`src/rtl/instr_sequencer_pkg.sv`:
```
// Shared types for the instruction sequencer and its cpu-facing interface.
package instr_sequencer_pkg;

    typedef logic [15:0] instr_t;

    typedef enum logic [2:0] {
        S_IDLE,
        S_FETCH,
        S_LOAD,
        S_START,
        S_WLEAVE,
        S_WDONE,
        S_DONE,
        S_ERROR
    } seq_state_e;

    // Bit positions inside the {N,V,Z} status vector
    localparam int NVZ_N = 2;
    localparam int NVZ_V = 1;
    localparam int NVZ_Z = 0;

endpackage

```
`src/rtl/instr_sequencer_if.sv`:
```
// Load/start/wait handshake between the sequencer (master) and the cpu (slave).
interface instr_sequencer_if;
    import instr_sequencer_pkg::*;

    logic       cpu_load;
    logic       cpu_s;
    instr_t     cpu_in;
    logic       cpu_w;
    instr_t     cpu_out;
    logic [2:0] cpu_nvz;

    modport master (output cpu_load, cpu_s, cpu_in, input cpu_w, cpu_out, cpu_nvz);
    modport slave  (input cpu_load, cpu_s, cpu_in, output cpu_w, cpu_out, cpu_nvz);

endinterface

```
`src/rtl/instr_sequencer_prog_ram.sv`:
```
// Program store: one write port, registered read with enable. The array itself is
// never reset so a program survives reset; only the read register is cleared.
module prog_ram
    import instr_sequencer_pkg::*;
#(
    parameter int DEPTH = 16,
    parameter int AW    = $clog2(DEPTH)
) (
    input  logic          clk,
    input  logic          rst_ni,
    input  logic          we_i,
    input  logic [AW-1:0] waddr_i,
    input  instr_t        wdata_i,
    input  logic          re_i,
    input  logic [AW-1:0] raddr_i,
    output instr_t        rdata_o
);

    instr_t mem_q [DEPTH];
    instr_t rdata_q;

    always_ff @(posedge clk) begin
        if (we_i) mem_q[waddr_i] <= wdata_i;
    end

    // Read register holds between reads so the cpu sees a stable instruction
    always_ff @(posedge clk) begin
        if (!rst_ni)   rdata_q <= '0;
        else if (re_i) rdata_q <= mem_q[raddr_i];
    end

    assign rdata_o = rdata_q;

endmodule

```
`src/rtl/instr_sequencer.sv`:
```
// Feeds a stored program to the cpu one instruction at a time over load/s,
// waits on the cpu w flag, and captures out/NVZ after each instruction.
module instr_sequencer
    import instr_sequencer_pkg::*;
#(
    parameter int DEPTH   = 16,
    parameter int AW      = $clog2(DEPTH),
    parameter int TIMEOUT = 64
) (
    input  logic          clk,
    input  logic          reset,
    input  logic          prog_we,
    input  logic [AW-1:0] prog_addr,
    input  instr_t        prog_wdata,
    input  logic [AW:0]   prog_len,
    input  logic          run,
    output logic          busy,
    output logic          done,
    output logic          err_timeout,
    output logic [AW-1:0] pc,
    output logic [AW:0]   instr_count,
    output instr_t        last_out,
    output logic [2:0]    last_nvz,
    instr_sequencer_if.master cpu
);

    localparam int            TW      = $clog2(TIMEOUT + 1);
    localparam logic [TW-1:0] TMAX    = TW'(TIMEOUT - 1);
    localparam logic [AW:0]   DEPTH_L = (AW + 1)'(DEPTH);

    seq_state_e    state_q, state_d;
    logic [AW:0]   len_q, len_d, count_q, count_d;
    logic [AW-1:0] pc_q, pc_d;
    logic [TW-1:0] timer_q, timer_d;
    instr_t        last_out_q, last_out_d;
    logic [2:0]    last_nvz_q, last_nvz_d;
    logic          busy_q, done_q, err_q, load_q, s_q;
    logic          idle_like;
    instr_t        rdata;

    assign idle_like = (state_q == S_IDLE) || (state_q == S_DONE) || (state_q == S_ERROR);

    prog_ram #(.DEPTH(DEPTH), .AW(AW)) u_ram (
        .clk     (clk),
        .rst_ni  (reset),
        .we_i    (prog_we && idle_like),
        .waddr_i (prog_addr),
        .wdata_i (prog_wdata),
        .re_i    (state_q == S_FETCH),
        .raddr_i (pc_q),
        .rdata_o (rdata)
    );

    always_comb begin
        state_d    = state_q;
        len_d      = len_q;
        count_d    = count_q;
        pc_d       = pc_q;
        timer_d    = timer_q;
        last_out_d = last_out_q;
        last_nvz_d = last_nvz_q;
        case (state_q)
            S_IDLE, S_DONE, S_ERROR: begin
                if (run) begin
                    len_d   = (prog_len > DEPTH_L) ? DEPTH_L : prog_len;
                    pc_d    = '0;
                    count_d = '0;
                    state_d = (len_d == '0) ? S_DONE : S_FETCH;
                end
            end
            S_FETCH: state_d = S_LOAD;
            S_LOAD:  state_d = S_START;
            S_START: begin
                timer_d = '0;
                state_d = S_WLEAVE;
            end
            // Both wait states share one timer so a stalled handshake always ends in ERROR
            S_WLEAVE, S_WDONE: begin
                if (state_q == S_WLEAVE && !cpu.cpu_w) begin
                    timer_d = timer_q + 1'b1;
                    state_d = S_WDONE;
                end else if (state_q == S_WDONE && cpu.cpu_w) begin
                    last_out_d = cpu.cpu_out;
                    last_nvz_d = cpu.cpu_nvz;
                    count_d    = count_q + 1'b1;
                    if (count_d == len_q) begin
                        state_d = S_DONE;
                    end else begin
                        pc_d    = pc_q + 1'b1;
                        state_d = S_FETCH;
                    end
                end else if (timer_q == TMAX) begin
                    state_d = S_ERROR;
                end else begin
                    timer_d = timer_q + 1'b1;
                end
            end
            default: state_d = S_IDLE;
        endcase
    end

    // Status and handshake outputs are registered from the next state
    always_ff @(posedge clk) begin
        if (!reset) begin
            state_q    <= S_IDLE;
            len_q      <= '0;
            count_q    <= '0;
            pc_q       <= '0;
            timer_q    <= '0;
            last_out_q <= '0;
            last_nvz_q <= '0;
            busy_q     <= 1'b0;
            done_q     <= 1'b0;
            err_q      <= 1'b0;
            load_q     <= 1'b0;
            s_q        <= 1'b0;
        end else begin
            state_q    <= state_d;
            len_q      <= len_d;
            count_q    <= count_d;
            pc_q       <= pc_d;
            timer_q    <= timer_d;
            last_out_q <= last_out_d;
            last_nvz_q <= last_nvz_d;
            busy_q     <= !((state_d == S_IDLE) || (state_d == S_DONE) || (state_d == S_ERROR));
            done_q     <= (state_d == S_DONE);
            err_q      <= (state_d == S_ERROR);
            load_q     <= (state_d == S_LOAD) || (state_d == S_START);
            s_q        <= (state_d == S_START);
        end
    end

    assign busy         = busy_q;
    assign done         = done_q;
    assign err_timeout  = err_q;
    assign pc           = pc_q;
    assign instr_count  = count_q;
    assign last_out     = last_out_q;
    assign last_nvz     = last_nvz_q;
    assign cpu.cpu_load = load_q;
    assign cpu.cpu_s    = s_q;
    assign cpu.cpu_in   = rdata;

endmodule
```
`src/flat_wrapper.sv`:
```
// flat-port wrapper written by rule: the top's interface ports become plain ports
module instr_sequencer_flat import instr_sequencer_pkg::*;
#(
    parameter int DEPTH   = 16,
    parameter int AW      = $clog2(DEPTH),
    parameter int TIMEOUT = 64
)
  (clk, reset, prog_we, prog_addr, prog_wdata, prog_len, run, busy, done, err_timeout, pc, instr_count, last_out, last_nvz, cpu_cpu_load, cpu_cpu_s, cpu_cpu_in, cpu_cpu_w, cpu_cpu_out, cpu_cpu_nvz);
  instr_sequencer_if cpu_i ();
  input  logic clk;
  input  logic reset;
  input  logic prog_we;
  input  logic [AW-1:0] prog_addr;
  input  instr_t prog_wdata;
  input  logic [AW:0] prog_len;
  input  logic run;
  output logic busy;
  output logic done;
  output logic err_timeout;
  output logic [AW-1:0] pc;
  output logic [AW:0] instr_count;
  output instr_t last_out;
  output logic [2:0] last_nvz;
  output wire logic [$bits(cpu_i.cpu_load)-1:0] cpu_cpu_load;
  output wire logic [$bits(cpu_i.cpu_s)-1:0] cpu_cpu_s;
  output wire logic [$bits(cpu_i.cpu_in)-1:0] cpu_cpu_in;
  input wire logic [$bits(cpu_i.cpu_w)-1:0] cpu_cpu_w;
  input wire logic [$bits(cpu_i.cpu_out)-1:0] cpu_cpu_out;
  input wire logic [$bits(cpu_i.cpu_nvz)-1:0] cpu_cpu_nvz;
  assign cpu_cpu_load = cpu_i.cpu_load;
  assign cpu_cpu_s = cpu_i.cpu_s;
  assign cpu_cpu_in = cpu_i.cpu_in;
  assign cpu_i.cpu_w = cpu_cpu_w;
  assign cpu_i.cpu_out = cpu_cpu_out;
  assign cpu_i.cpu_nvz = cpu_cpu_nvz;
  instr_sequencer #(.DEPTH(DEPTH), .AW(AW), .TIMEOUT(TIMEOUT)) u_core (.clk(clk), .reset(reset), .prog_we(prog_we), .prog_addr(prog_addr), .prog_wdata(prog_wdata), .prog_len(prog_len), .run(run), .busy(busy), .done(done), .err_timeout(err_timeout), .pc(pc), .instr_count(instr_count), .last_out(last_out), .last_nvz(last_nvz), .cpu(cpu_i));
endmodule
```
`config.mk`:
```
export PLATFORM = sky130hd
export DESIGN_NAME = instr_sequencer_flat
export DESIGN_NICKNAME = d
export VERILOG_FILES = /design/src/rtl/instr_sequencer_pkg.sv /design/src/rtl/instr_sequencer_if.sv /design/src/rtl/instr_sequencer_prog_ram.sv /design/src/rtl/instr_sequencer.sv /design/src/flat_wrapper.sv
export SDC_FILE = /design/constraint.sdc
export NUM_CORES = 1
export LEC_CHECK = 0
export ABC_AREA = 0
export ABC_CLOCK_PERIOD_IN_PS = 4190
export CAP_MARGIN = 5
export CORE_ASPECT_RATIO = 0.5
export CORE_MARGIN = 5
export CORE_UTILIZATION = 40
export CTS_BUF_LIST = sky130_fd_sc_hd__clkbuf_8
export CTS_CLUSTER_SIZE = 30
export DETAILED_ROUTE_END_ITERATION = 12
export DONT_BUFFER_PORTS = 1
export SYNTH_ARGS = -nofsm -noshare
export SYNTH_HDL_FRONTEND = slang
export SYNTH_SLANG_ARGS = --single-unit
```
`constraint.sdc`:
```
create_clock -name clk -period 4.19 [get_ports clk]
set_input_delay 0.838 -clock clk [delete_from_list [all_inputs] [get_ports clk]]
set_output_delay 0.838 -clock clk [all_outputs]
set_load 0.05 [all_outputs]
```
==> results of run 1 <==
## report_power, final
part / internal (W) / switching (W) / total, W
clock network: 0.00121 / 0.00115 / 0.00236
logic: 0.0000910 / 0.000173 / 0.000264
registers: 0.00351 / 0.000150 / 0.00366
## state kept, by name, indices dropped and copies added, names as in the netlist
register,count
u_core.busy,1
u_core.cpu.cpu_load,1
u_core.cpu.cpu_s,1
u_core.done,1
u_core.err_timeout,1
u_core.instr_count,5
u_core.last_nvz,3
u_core.last_out,16
u_core.len_q,5
u_core.pc,4
u_core.state_q,3
u_core.timer_q,7
u_core.u_ram.mem_q,256
u_core.u_ram.rdata_o,16
## cell usage in the layout (no fill, tap or decap), types with 5 or more instances in the layout
cell      count
clkinv_1     12
nand2_1      74
mux4_2       74
nor3_1        6
edfxtp_1    256
xnor2_1       7
clkbuf_8     49
or3_1         5
a21oi_1      36
dfxtp_1      61
nand3_1      12
buf_4        21
o21ai_1      19
nor2_2       14
nor2_1       16
nand4_1       5
inv_1        26
mux4_1        6
## final cells by class
type	count	area, µm²	area share (%)
Sequential cell	320	8980	64.9
Multi-Input combinational cell	331	3210	23.2
Clock buffer	49	674	4.87
Tap cell	423	529	3.82
Clock inverter	29	199	1.44
Timing Repair Buffer	22	178	1.28
Inverter	20	75.1	0.542
## worst reg2reg max path, delay by kind of cell (launching register included)
| family | cells | cell delay, ns |
|---|---|---|
| AO/OA/AOI/OAI | 1 | 0.19 |
| flip-flops | 1 | 0.41 |
| AND/OR/NAND/NOR | 3 | 1.81 |
## stage by stage
stage / hold slack [ns] / area (µm²) / util (%)
detailed placement: 0.450 / 13000 / 42.6
finish: 0.350 / 13800 / 45.4
global placement: 0.448 / 13000 / 42.6
CTS: 0.309 / 13800 / 45.4
floorplan: 0.432 / 12400 / -
global route: 0.307 / 13800 / 45.4
## routing by layer
metal	track usage, %	wire, µm	vias to the layer above	share of wire [%]
li1	-	-	2844	-
met1	19.6	11100	3288	43
met2	23.6	12300	217	48
met3	3.59	1740	34	6.8
met4	3.63	344	0	1.3
met5	0	0	-	0
## worst min-delay path by stage
stage | slack [ns] | startpoint | end
6_report | 0.35 | prog_wdata[10] | u_core.u_ram.mem_q[9][10]$_DFFE_PP_
5_1_grt | 0.31 | prog_wdata[7] | u_core.u_ram.mem_q[5][7]$_DFFE_PP_
4_1_cts | 0.31 | prog_wdata[13] | u_core.u_ram.mem_q[3][13]$_DFFE_PP_
2_1_floorplan | 0.43 | u_core.len_q[2]$_SDFFE_PN0P_ | u_core.len_q[2]$_SDFFE_PN0P_
3_3_place_gp | 0.45 | u_core.len_q[2]$_SDFFE_PN0P_ | u_core.len_q[2]$_SDFFE_PN0P_
3_5_place_dp | 0.45 | u_core.len_q[2]$_SDFFE_PN0P_ | u_core.len_q[2]$_SDFFE_PN0P_
## cell usage after synthesis, types with 9 or more instances
master | count | area (µm²)
dfxtp_1 | 64 | 1280
clkinv_1 | 10 | 37.5
mux4_2 | 74 | 1670
clkbuf_1 | 21 | 78.8
nand2_1 | 74 | 278
nor2_1 | 29 | 109
inv_1 | 9 | 33.8
a21oi_1 | 36 | 180
nand3_1 | 12 | 60.1
edfxtp_1 | 256 | 7690
nor3_1 | 10 | 50.1
buf_2 | 10 | 50.1
o21ai_1 | 19 | 95.1
## logic make-up after synthesis
| logic type | count (synthesis) | synth area share (%) |
|---|---|---|
| DFF | 320 | 72.3 |
| and+or+nand+nor | 155 | 5.62 |
| AOI/OAI and AO/OA | 82 | 3.92 |
| muxes | 80 | 14.7 |
| buffers and inverters | 56 | 2.24 |
| xor gates and xnor gates | 11 | 0.888 |
| adders and majority gates | 3 | 0.303 |
==> results.tsv, run 1 <==
stage	metric	value	unit
cells_and_area	areaGrowthSynthToFinish	11.6	%
clock_network	cts_hold_buf	0	
worst_setup_path	crit_fanout	65	
floorplan	start_util	40.7	%
logic_synthesis	synthCells	707	
clock_network	cts_root_buf	clkbuf_8	
status	status	finished, final reports clean	
clock_network	path_clk_slew	0.06	ns
power	p_total	0.00628	W
cells_and_area	antenna_cells	0	
drt	first_pass_iters	5	
grt	grt_pass1_wl	38.1	mm
clock_network	clk_latency	0.58	ns
drt	wire_per_inst	21.4	µm
floorplan	core	30500	µm²
worst_setup_path	cp_num_buf_inv	1	
place	pre_cts_ws	1.42	ns
clock_network	numCtsBuffers	45	
clock_network	clk_path_buf_depth	3	
timing	layout_setup_ws	1.41	ns
cells_and_area	fill_cells	2622	
power	p_leak	4.28	nW
logic_synthesis	yosysSeqAreaShare	72.3	%
floorplan	num_rows	45	
floorplan	die_area	34800	µm²
cells_and_area	instances_no_fill	1194	
grt	grt-ovfl-total	0	
worst_setup_path	start_kind	flop	
logic_synthesis	synth_cell_types	50	
clock_network	cts_tree	built	
drt	routed_wl	25.5	mm
grt	grt_pass1_vias	6335	
worst_setup_path	cp-end-kind	primary output	
timing	drv_slew	0	
clock_network	cts.repair.resized	0	
logic_synthesis	async_flop_share	0	%
logic_synthesis	yosys_most_used_dff	edfxtp_1	
cells_and_area	nets	792	
drt	drt_drc_violations_left	0	
timing	worst_pin_slew	1.18	ns
timing	hold_violations	0	
job	maxCapViolCount	0	
place	hpwl	16.1	mm
floorplan	die_y	135	µm
worst_setup_path	rrSetupSlack	1.41	ns
drt	via_count	6383	
logic_synthesis	ys.warnings.count	0	
power	power_density	454	nW/µm²
cells_and_area	drive_gt1_share	23.3	%
drt	via_per_inst	5.35	
place	dp_cells	1116	
logic_synthesis	syn_area	12400	µm²
worst_setup_path	reg2reg_from	u_core.state_q[1]$_SDFF_PN0_	
timing	setup_viol	0	
clock_network	postCtsSetupRepairBufs	0	
worst_setup_path	path_depth	1	
worst_setup_path	cp_slowest_cell	dfxtp_4	
grt	track_usage	14.4	%
worst_setup_path	critical_path_class	flop to primary output	
timing	clock_skew	0.0214	ns
clock_network	cts.sinks	320	
worst_setup_path	worstSetupEndpoint	pc[1]	
timing	rsz0062_at_grt	no	
hold_path	hp-class	primary input to flop	
floorplan	die_width	259	µm
drt	ant_nets	0	
logic_synthesis	syn-num-nets	759	
floorplan	io_pins	98	
hold_path	min_path_cells	0	
worst_setup_path	crit_chain	buf_4	
worst_setup_path	critical_path_required	3.35	ns
grt	grt_max_degree	66	
grt	antenna_found_initial	0	
place	port_buffers	0	
worst_setup_path	reg2regPathDepth	4	
worst_setup_path	rr_endpoint	u_core.u_ram.mem_q[6][2]$_DFFE_PP_	
logic_synthesis	yosys_register_bits	320	
timing	fin_crit	2.78	ns
timing	slew_headroom	21.1	%
timing	max_clock_freq	0.359	GHz
worst_setup_path	arrival	1.95	ns
power	ir_drop	0.169	mV
logic_synthesis	synth-edff-count	256	
logic_synthesis	avgSynthCellArea	17.5	µm²
place	gp_congestion	0.799	
clock_network	h-tree-depth	2	
timing	tns	0	ns
worst_setup_path	cpPeakStageDelay	1.00	ns
worst_setup_path	path_delay_family	flip-flops	
worst_setup_path	critPathLaunch	u_core.pc[1]$_SDFFE_PN0P_	
timing	period_share	66.4	%
drt	first_iter_violations	571	
No activity file was read; power rests on OpenSTA's default activity.
==> run 2: changes to the inputs <==
ABC_CLOCK_PERIOD_IN_PS = 2830   (was 4190)
clock period = 2.83 ns   (was 4.19 ns; I/O delays follow)
==> run 2 against run 1 <==
Against the previous run:
- routed wire length increased by 6.0%
- largest cell class unchanged
- sequential cell count unchanged
- clock skew up 0.0069 ns
- power is 50% higher
- setup slack got worse by 0.87 ns
- clock power rose by 53%
- non-clock buffer count up 25
- sequential share of layout area decreased by 1.3 points
==> results.tsv, run 2 (synthesis gave the netlist of run 1 again) <==
stage	metric	value	unit	change
job	maxCapViolCount	0		unchanged
drt	wire_per_inst	22.0	µm	+3.2%
clock_network	cts_root_buf	clkbuf_8		
clock_network	clk_path_buf_depth	3		unchanged
worst_setup_path	arrival	2.56	ns	+0.61 ns
place	port_buffers	0		unchanged
timing	clock_skew	0.0283	ns	+0.00692 ns
grt	grt_pass1_vias	6659		+5.1%
power	p_leak	4.46	nW	+4.2%
clock_network	path_clk_slew	0.06	ns	about the same
floorplan	num_rows	45		unchanged
drt	via_count	6491		+1.7%
cells_and_area	largest_register	u_core.u_ram.mem_q		
timing	drv_slew	0		unchanged
status	status	finished, final reports clean		
grt	grt-ovfl-total	0		unchanged
floorplan	die_area	34800	µm²	unchanged
floorplan	start_util	40.7	%	unchanged
place	gp_congestion	0.785		-1.7%
clock_network	cts_hold_buf	0		unchanged
timing	max_clock_freq	0.436	GHz	
hold_path	hp-class	primary input to flop		
worst_setup_path	crit_fanout	16		-75%
worst_setup_path	cp_slowest_cell	or3b_2		
cells_and_area	regArea	8980	µm²	unchanged
drt	via_per_inst	5.29		-1.0%
place	hpwl	16.9	mm	+5.0%
drt	first_pass_iters	5		unchanged
floorplan	die_width	259	µm	unchanged
cells_and_area	drive_gt1_share	26.2	%	+2.9 points
cells_and_area	areaGrowthSynthToFinish	13.8	%	
cells_and_area	nets	819		+3.4%
timing	tns	0	ns	unchanged
timing	timing.hold.ws	0.0766	ns	-0.273 ns
cells_and_area	multi_input_area	3210	µm²	about the same
drt	first_iter_violations	589		+3.2%
clock_network	clk_latency	0.58	ns	about the same
worst_setup_path	critical_path_class	flop to flop		
power	ir_drop	0.305	mV	+81%
timing	layout_setup_ws	0.536	ns	-0.870 ns
clock_network	numCtsBuffers	47		+4.4%
cells_and_area	final_cell_mix	edfxtp_1, nand2_1, mux4_2		
timing	slew_headroom	35.4	%	+14 points
clock_network	postCtsSetupRepairBufs	0		unchanged
worst_setup_path	cpPeakStageDelay	0.55	ns	-0.45 ns
timing	setup_viol	0		unchanged
cells_and_area	fill_cells	2587		-1.3%
drt	drt_drc_violations_left	0		unchanged
clock_network	h-tree-depth	2		unchanged
clock_network	cts_tree	built		
timing	worst_pin_slew	0.966	ns	-0.216 ns
place	pre_cts_ws	0.552	ns	-0.866 ns
timing	period_share	81.1	%	
drt	routed_wl	27.0	mm	+6.0%
timing	hold_violations	0		unchanged
cells_and_area	antenna_cells	0		unchanged
grt	antenna_found_initial	0		unchanged
floorplan	die_y	135	µm	unchanged
worst_setup_path	critical_path_required	3.10	ns	-0.25 ns
cells_and_area	final_common_cell	edfxtp_1		
grt	grt_max_degree	39		-41%
drt	ant_nets	0		unchanged
floorplan	io_pins	98		unchanged
floorplan	core	30500	µm²	unchanged
worst_setup_path	start_kind	flop		
grt	track_usage	15.6	%	+1.2 points
clock_network	cts.sinks	320		unchanged
power	power_density	669	nW/µm²	+47%
grt	grt_pass1_wl	41.1	mm	+7.9%
clock_network	cts.repair.resized	0		unchanged
worst_setup_path	cp-end-kind	flop		
timing	rsz0062_at_grt	no		
cells_and_area	largest_reg_flops	256		unchanged
worst_setup_path	crit_chain	nor3_1 -> o21ai_1 -> or3b_2 -> nor3_2 -> buf_4		
cells_and_area	post-route-util	46.3	%	+0.91 points
timing	fin_crit	2.29	ns	
run 2: cell count changes in the layout (fill, tap and decap cells not counted), sizes merged:
cell,change
bufinv,-2
clkinvlp,-1
clkbuf,+9
inv,+2
buf,+25
run 2: layout make-up:
cell class	count	share of cell area [%]
Sequential cell	320	63.6
Multi-Input combinational cell	331	22.7
Clock buffer	58	5.65
Tap cell	423	3.75
Timing Repair Buffer	47	2.85
Clock inverter	28	0.913
Inverter	20	0.532
run 2: through the flow:
stage,cells,total power [W],area (µm²)
after floorplan,707,0.00578,12400
after global placement,1141,0.00591,13200
after detailed placement,1141,0.00593,13200
after CTS,1227,0.00957,14100
after global routing,1227,0.00985,14100
final,1227,0.00944,14100
run 2: where the power goes:
| part | switching [W] | internal, W | leakage [nW] |
|---|---|---|---|
| logic | 0.000262 | 0.000144 | 1.10 |
| registers | 0.000222 | 0.00519 | 2.83 |
| clock network | 0.00176 | 0.00186 | 0.541 |
| total | 0.00224 | 0.00720 | 4.46 |
run 2: critical path, delay by kind of cell (launching register included):
kind                   cells  cell delay [ns]
and+or+nand+nor            3             1.10
DFF                        1             0.41
buffers and inverters      1             0.28
AOI/OAI and AO/OA          1             0.19
run 2: routing by layer:
layer  GRT usage, %  vias to the layer above  wire (µm)
li1               -                     2901          -
met1           21.5                     3324      11900
met2           24.7                      221      12800
met3           4.04                       45       1870
met4           4.42                        0        484
met5              0                        -          0
run 2: path summary, 6_finish.rpt:
check,startpoint,to,slack [ns],cells after the start
hold / removal,prog_wdata[9],u_core.u_ram.mem_q[10][9]$_DFFE_PP_,0.08,0
setup / recovery,u_core.state_q[1]$_SDFF_PN0_,u_core.u_ram.mem_q[4][13]$_DFFE_PP_,0.54,5
hold reg to reg,u_core.len_q[2]$_SDFFE_PN0P_,u_core.len_q[2]$_SDFFE_PN0P_,0.47,2
setup reg to reg,u_core.state_q[1]$_SDFF_PN0_,u_core.u_ram.mem_q[4][13]$_DFFE_PP_,0.54,5
